==> src/rtl/lake_pkg.sv <==
// Shared constants and types for the load/store unit.
package lake_pkg;

  // RISC-V load/store funct3 encodings
  localparam logic [2:0] F3_B  = 3'b000;
  localparam logic [2:0] F3_H  = 3'b001;
  localparam logic [2:0] F3_W  = 3'b010;
  localparam logic [2:0] F3_BU = 3'b100;
  localparam logic [2:0] F3_HU = 3'b101;

  // Memory port access formats
  localparam logic [2:0] FMT_BYTE = 3'b000;
  localparam logic [2:0] FMT_HALF = 3'b001;
  localparam logic [2:0] FMT_WORD = 3'b010;

  typedef enum logic [1:0] {IDLE, XFER, DONE} state_e;

  // Stores only exist for 000..010; loads additionally allow 100/101.
  function automatic logic illegal_f3(input logic we, input logic [2:0] f3);
    if (we) return f3[2] | (f3[1] & f3[0]);
    else    return (f3 == 3'b011) | (f3 == 3'b110) | (f3 == 3'b111);
  endfunction

endpackage

==> src/rtl/lsu_extend.sv <==
// Final sign/zero extension of the assembled load value, selected by funct3.
module lsu_extend
  import lake_pkg::*;
(
  input  logic [2:0]  funct3_i,
  input  logic [31:0] data_i,
  output logic [31:0] data_o
);

  // Byte/half loads take only the low bits; word loads pass through
  always_comb begin
    data_o = data_i;
    case (funct3_i)
      F3_B:    data_o = {{24{data_i[7]}}, data_i[7:0]};
      F3_H:    data_o = {{16{data_i[15]}}, data_i[15:0]};
      F3_BU:   data_o = {24'h0, data_i[7:0]};
      F3_HU:   data_o = {16'h0, data_i[15:0]};
      default: data_o = data_i;
    endcase
  end

endmodule

==> src/rtl/lsu.sv <==
// Load/store unit: one request at a time, aligned accesses go native,
// misaligned accesses are serialised into byte accesses and reassembled.
module lsu
  import lake_pkg::*;
#(
  parameter bit ALLOW_MISALIGNED = 1'b1
) (
  input  logic        i_clk,
  input  logic        i_rst,
  input  logic        i_req_valid,
  input  logic        i_req_we,
  input  logic [2:0]  i_req_funct3,
  input  logic [31:0] i_req_addr,
  input  logic [31:0] i_req_wdata,
  output logic        o_ready,
  output logic        o_done,
  output logic        o_fault,
  output logic [31:0] o_rdata,
  output logic [31:0] o_mem_addr,
  output logic [31:0] o_mem_w_data,
  output logic [2:0]  o_mem_fmt,
  output logic        o_mem_r_en,
  output logic        o_mem_w_en,
  input  logic [31:0] i_mem_r_data
);

  state_e      state_q, state_d;
  logic [31:0] addr_q, addr_d, wdata_q, wdata_d, asm_q, asm_d;
  logic [2:0]  f3_q, f3_d;
  logic        we_q, we_d, mis_q, mis_d, fault_q, fault_d;
  logic [1:0]  k_q, k_d, last_q, last_d;
  logic [1:0]  req_sm1;
  logic        req_mis, req_fault;
  logic [31:0] ext_data;

  lsu_extend u_ext (
    .funct3_i (f3_q),
    .data_i   (asm_q),
    .data_o   (ext_data)
  );

  // State and request registers; reset abandons any transfer in flight
  always_ff @(posedge i_clk) begin
    if (i_rst) begin
      state_q <= IDLE;
      addr_q  <= '0;
      wdata_q <= '0;
      asm_q   <= '0;
      f3_q    <= '0;
      we_q    <= 1'b0;
      mis_q   <= 1'b0;
      fault_q <= 1'b0;
      k_q     <= '0;
      last_q  <= '0;
    end else begin
      state_q <= state_d;
      addr_q  <= addr_d;
      wdata_q <= wdata_d;
      asm_q   <= asm_d;
      f3_q    <= f3_d;
      we_q    <= we_d;
      mis_q   <= mis_d;
      fault_q <= fault_d;
      k_q     <= k_d;
      last_q  <= last_d;
    end
  end

  // Next-state, request decode and all outputs; enables are killed during reset
  always_comb begin
    state_d = state_q;
    addr_d  = addr_q;
    wdata_d = wdata_q;
    asm_d   = asm_q;
    f3_d    = f3_q;
    we_d    = we_q;
    mis_d   = mis_q;
    fault_d = fault_q;
    k_d     = k_q;
    last_d  = last_q;

    // size-1 mask: byte 0, half 1, word 3
    case (i_req_funct3[1:0])
      2'b00:   req_sm1 = 2'd0;
      2'b01:   req_sm1 = 2'd1;
      default: req_sm1 = 2'd3;
    endcase
    req_mis   = |(i_req_addr[1:0] & req_sm1);
    req_fault = illegal_f3(i_req_we, i_req_funct3) | (req_mis & !ALLOW_MISALIGNED);

    o_ready      = 1'b0;
    o_done       = 1'b0;
    o_fault      = 1'b0;
    o_rdata      = '0;
    o_mem_addr   = '0;
    o_mem_w_data = '0;
    o_mem_fmt    = FMT_BYTE;
    o_mem_r_en   = 1'b0;
    o_mem_w_en   = 1'b0;

    case (state_q)
      IDLE: begin
        o_ready = 1'b1;
        if (i_req_valid) begin
          addr_d  = i_req_addr;
          wdata_d = i_req_wdata;
          f3_d    = i_req_funct3;
          we_d    = i_req_we;
          mis_d   = req_mis;
          fault_d = req_fault;
          asm_d   = '0;
          k_d     = '0;
          last_d  = req_mis ? req_sm1 : 2'd0;
          state_d = req_fault ? DONE : XFER;
        end
      end
      XFER: begin
        o_mem_r_en = !we_q;
        o_mem_w_en = we_q;
        if (mis_q) begin
          o_mem_addr = addr_q + {30'h0, k_q};
          o_mem_fmt  = FMT_BYTE;
          if (we_q) o_mem_w_data = {24'h0, wdata_q[{k_q, 3'b000} +: 8]};
          else      asm_d[{k_q, 3'b000} +: 8] = i_mem_r_data[7:0];
        end else begin
          o_mem_addr = addr_q;
          o_mem_fmt  = {1'b0, f3_q[1:0]};
          if (we_q) o_mem_w_data = wdata_q;
          else      asm_d = i_mem_r_data;
        end
        k_d = k_q + 2'd1;
        if (k_q == last_q) state_d = DONE;
      end
      DONE: begin
        o_done  = 1'b1;
        o_fault = fault_q;
        if (!fault_q && !we_q) o_rdata = ext_data;
        state_d = IDLE;
      end
      default: state_d = IDLE;
    endcase

    if (i_rst) begin
      o_ready    = 1'b0;
      o_done     = 1'b0;
      o_fault    = 1'b0;
      o_rdata    = '0;
      o_mem_r_en = 1'b0;
      o_mem_w_en = 1'b0;
    end
  end

endmodule

==> config.mk <==
export PLATFORM = sky130hd
export DESIGN_NAME = lsu
export DESIGN_NICKNAME = d
export VERILOG_FILES = /design/src/rtl/lake_pkg.sv /design/src/rtl/lsu_extend.sv /design/src/rtl/lsu.sv
export SDC_FILE = /design/constraint.sdc
export NUM_CORES = 1
export LEC_CHECK = 0
export ABC_AREA = 1
export CAP_MARGIN = 40
export CORE_ASPECT_RATIO = 0.5
export CORE_MARGIN = 1
export CORE_UTILIZATION = 45
export DETAILED_ROUTE_END_ITERATION = 10
export PLACE_DENSITY = 0.81
export REMOVE_ABC_BUFFERS = 1
export SLEW_MARGIN = 20
export SYNTH_ARGS = -nofsm -noshare
export SYNTH_HDL_FRONTEND = slang
export SYNTH_SLANG_ARGS = --single-unit
==> constraint.sdc <==
create_clock -name i_clk -period 3.5 [get_ports i_clk]
set_input_delay 0.525 -clock i_clk [delete_from_list [all_inputs] [get_ports i_clk]]
set_output_delay 0.525 -clock i_clk [all_outputs]
set_load 0.03 [all_outputs]
* Word-level counts from Yosys, hierarchy flattened
Cells that the tools add are included.
** Operators by class
- Eq/ne operators :: 13
- Muxes and demuxes :: 37
- Reduce and logical (&&, ||, !) cells :: 12
- Shift operators :: 3
- $add $sub $neg :: 3
- Bitwise gates (word level) :: 5
** Operators by type and width (count)
- $mux W32 :: 12
- $pmux W32 S4 :: 1
- $pmux W32 S2 :: 1
- $add A32 B2 Y32 :: 1
- $bwmux W32 :: 1
- $shift A8 B7 Y32 const A :: 1
- $shiftx A32 B6 Y8 :: 1
- $shiftx A8 B7 Y32 :: 1
- $mux W2 :: 7
- $eq A3 B3 Y1 const B :: 4
- $pmux W2 S2 :: 3
- $mux W1 :: 11
- $mux W8 :: 1
- $neg A5 Y7 :: 1
- $ne A2 B2 Y1 const B :: 3
- $reduce_and A2 Y1 :: 3
- $eq A2 B1 Y1 const B :: 2
- $logic_not A2 Y1 :: 2
- $eq A3 B1 Y1 const B :: 1
- $eq A3 B2 Y1 const B :: 1
- $logic_not A3 Y1 :: 1
- $or A1 B1 Y1 :: 3
- $reduce_and A3 Y1 :: 1
- $add A2 B1 Y2 const B :: 1
- other kinds (8) :: 9
** Word-level totals
- Output and inout bits :: 104
- Input bits :: 103
- Register bits :: 108
- Logic and storage cells :: 83

* Logic depth before layout (Yosys ltp)
- Depth after elaboration :: 7
- Depth in mapped cells :: 13
- Mapped depth without buffers :: 12

* Modules after synthesis
From an unflattened synthesis, not the netlist that was laid out.
** Second synthesis, totals
- Cell total of the unflattened synthesis :: 1036
- Area, all modules :: 6456.2 um2
** Modules (own cells, without submodules)
- lsu :: sequential area each 2162.1 um2, area each 6067.1 um2, cells an instance 966, times used 1
- lsu_extend :: sequential area each 0.0 um2, area each 389.1 um2, cells an instance 70, times used 1

* Least setup slack after synthesis
No wires, ideal clock.
- Kind :: register to output
- From :: reg k_q[1]
- To :: out o_mem_addr[10]
- Path buffers :: 2
- Stages on the path, launching flop included :: 12
- Data arrival time :: 2.485 ns
- Required time :: 2.975 ns
- Slack :: 0.490 ns
- Path through :: dfxtp_1 buf_2 inv_1 buf_2 fa_1 inv_1 nand3_1 nor2_1 nand2_1 nor2_4 o21ai_0 a21oi_1
** On the way
- Word-level cells in the longest chain between the ends :: 3
** Ends and longest elaborated chain
- from (decl) :: line lsu.sv:31 : logic [1:0] k_q, k_d, last_q, last_d;
- from (signal assigned) :: line lsu.sv:64 : k_q <= k_d;
- $add A32 B2 Y32 :: line lsu.sv:121 : o_mem_addr = addr_q + {30'h0, k_q};
- $mux W32 :: line lsu.sv:120 : if (mis_q) begin
- $mux W32 :: line lsu.sv:101 : case (state_q)
- to (decl) :: line lsu.sv:19 : output logic [31:0] o_mem_addr,
Every way passes these cells.

* Worst setup path in the final report
- From :: reg addr_q[0]
- To :: out o_mem_addr[12]
** On the way
- Word-level cells in the longest chain between the ends :: 3
** Ends and longest elaborated chain
- from (decl) :: line lsu.sv:28 : logic [31:0] addr_q, addr_d, wdata_q, wdata_d, asm_q, asm_d;
- from (signal assigned) :: line lsu.sv:57 : addr_q <= addr_d;
- $add A32 B2 Y32 :: line lsu.sv:121
- $mux W32 :: line lsu.sv:120
- $mux W32 :: line lsu.sv:101
Every way passes these cells.

==> results.md <==
- Post-DP HPWL: roughly 14000 microns
- Share of cells above drive strength 1: about 8.3%
- Cell count after synthesis: between 900 and 1000
- # setup viols final: 0
- Die Height: 85.1 microns
- Die Wd: between 150 and 200 microns
- IO Port Bufs: 205
- Number of max-cap violations: 0
- Endpoint type of the worst setup path: output port
- DRC: 0
- Worst EP required: around 3.0 ns
- Placed instance area: roughly 8400 sq um
- Register area share after synthesis: 34.8%
- Layout Skew: ~0.0073 ns
- Synth warn: 0
- Period minus WS final: around 3.2 ns
- Max VDD drop: 213 uV
- Gr usage total: ~28%
- Root buf cell: clkbuf_16
- Post-synthesis cell type count: 39
- CP Depth: 11
- Post-cts hold buffer count: 0
- Crit-path most repeated cell: inv_1
- Setup CP Type: reg -> out
- Ys flop type: dfxtp_1
- Syn Std Cell Area: 6210 sq um
- Status: completed
- Pin count of the biggest net entering global routing: 77
- Via count: about 7000
- Critical Path Max Stage Delay: ~0.4 ns
- Final setup margin: 0.282 ns
- Max clock buf depth: 2
- Worst-path cell chain: ha_1 -> inv_1 -> fa_1 -> inv_1 -> nand3_1 -> nor2_2 -> inv_1 -> nor2_1 -> o21ai_0 -> a21oi_1 -> buf_12
- Clk sinks: about 110
- Worst hold path type: reg -> reg
- Worst skew pair latency: around 0.35 ns
- CTS tree: yes
- Core ar.: around 13000 sq um
- RSZ-0062 raised after global routing: false
- GRT overflow: 0
- Initial Utilization: roughly 48%
- Yosys reg bits: between 100 and 150
- Post-synth EDFFs: 0
- Global-route wire length before repair: 32900 microns
- Syn avg cell area: around 6.3 sq um
- Buf/Inv on CP: 4
- H-Tree Depth: 3
- Drt total wl: around 20000 microns
- Setup TNS: 0 ns
- Fillers: roughly 1200
- Row count: 29
- Crit path max fanout: 5
- Hold Fails Final Rpt: 0
- DRT antenna net count: 0
- Place WS: between 0.5 and 0.6 ns
- Clk slew on worst S/H paths: around 0.07 ns
- Startpoint types: flip-flop
- Diode count: 0
- Area grow syn2layout: 40.4%
- Crit path max-delay family: simple AND/OR/NAND/NOR gates
- Worst-margin pin slew: just under 0.8 ns
- Max Fclk: 311 MHz
- Slowest-stage cell, CP: fa_1
- Leak: between 3 and 4 nW
- CP arrival: about 2.7 ns
- Ports: slightly above 200
- R2R depth: 9
- 1st-pass router iterations: 5
- Pwr Density: between 300 and 400 nW/um^2
- Async SR Flop Fraction: 0%
- Slew HR: 48.5%
- WHS Path Cells: 2
- Final instance area: about 8700 sq um
- Fin Hold WS: roughly 0.47 ns
- DR iter-0 viols: approximately 540
- WL/cell: about 15 microns
- Share of the cycle needed by the critical path after routing: approximately 92%
- CTS Buf Count: 9
- DR vias/cell: around 5.3
- RePlAce Congestion: 0.940
- Vias in the first global route: 6878
- Final-stage net count: approximately 1300
- Die area: between 10000 and 15000 sq um
- Slew Viols, Final: 0
- Initial antenna violation count: 0
## stage by stage
stage | utilization, % | instances | power [W]
2_1_floorplan | - | 939 | 0.00177
3_3_place_gp | 64.2 | 1328 | 0.00205
3_5_place_dp | 64.2 | 1328 | 0.00206
4_1_cts | 66.7 | 1343 | 0.00322
5_1_grt | 66.8 | 1343 | 0.00336
6_report | 66.8 | 1343 | 0.00322
## cell usage in the layout (no fill, tap or decap), types with 12 or more instances in the layout
cell               n
nor2_1           180
nand3_1           41
dfxtp_1          108
a21oi_1          122
inv_1             97
buf_12            12
clkdlybuf4s50_1  159
nand2_1          187
o21ai_0          137
buf_4             48
## synth_stat cells, types with 7 or more instances
cell / n / area (sq um)
dfxtp_1: 108 / 2160
nand2_1: 188 / 706
nand4_1: 8 / 50.1
nand3_1: 41 / 205
o31ai_1: 7 / 52.6
buf_2: 17 / 85.1
clkbuf_1: 25 / 93.8
a21oi_1: 122 / 611
inv_1: 97 / 364
nor2_1: 181 / 679
o21ai_0: 137 / 686
## state kept, by name, summed over array words and instances, names as in the netlist
register,cells
asm_q,32
wdata_q,32
last_q,2
f3_q,3
k_q,2
we_q,1
mis_q,1
state_q,2
addr_q,32
fault_q,1
## path summary, 6_finish.rpt
| kind | start | end | slack (ns) |
|---|---|---|---|
| setup reg to reg | k_q[0] | asm_q[12] | 1.26 |
| setup / recovery | addr_q[0] | o_mem_addr[12] | 0.28 |
| hold / removal | asm_q[14] | asm_q[14] | 0.47 |
| hold reg to reg | asm_q[14] | asm_q[14] | 0.47 |
## tightest hold or removal path, delay by kind of cell, from the launching register on
family / cells / cell delay (ns)
simple gates: 1 / 0.06
flops: 1 / 0.31
compound gates: 1 / 0.05
## kinds of logic after synthesis
logic type / after synthesis / synth area share (%)
simple gates: 439 / 29.3
compound gates: 278 / 23.6
buf+inv: 154 / 10.2
flops: 108 / 34.8
fa+ha+maj: 7 / 1.53
xor+xnor: 3 / 0.423
other cells: 1 / 0.0604
## cell type report
cell class                      instances  area [sq um]  area share, %
Inverter                              103           394           4.52
Sequential cell                       108          2160           24.8
Tap cell                              170           213           2.44
Timing Repair Buffer                  219          2190           25.1
Clock inverter                          6           111           1.28
Multi-Input combinational cell        728          3420           39.2
Clock buffer                            9           225           2.58
## layer usage
layer	share of wire (%)	vias to the layer above	routed length, microns	global-route usage [%]
met2	47	281	9360	48.8
li1	-	3563	-	-
met1	44	3236	8840	36.1
met4	2.3	0	461	10.2
met3	6.8	45	1360	5.18
met5	0	-	0	0
## power by group
part,switching [W],internal [W]
registers,0.0000805,0.00133
clock network,0.000471,0.000697
logic,0.000383,0.000257
## what timing repair did
| action | CTS | global route |
|---|---|---|
| endpoints found under the setup margin | 0 | 1 |
| hold endpoints to repair | 0 | 0 |
| resized for setup | 0 | 1 |
| buffers inserted | 0 | 0 |
No activity file was read; power rests on OpenSTA's default activity.
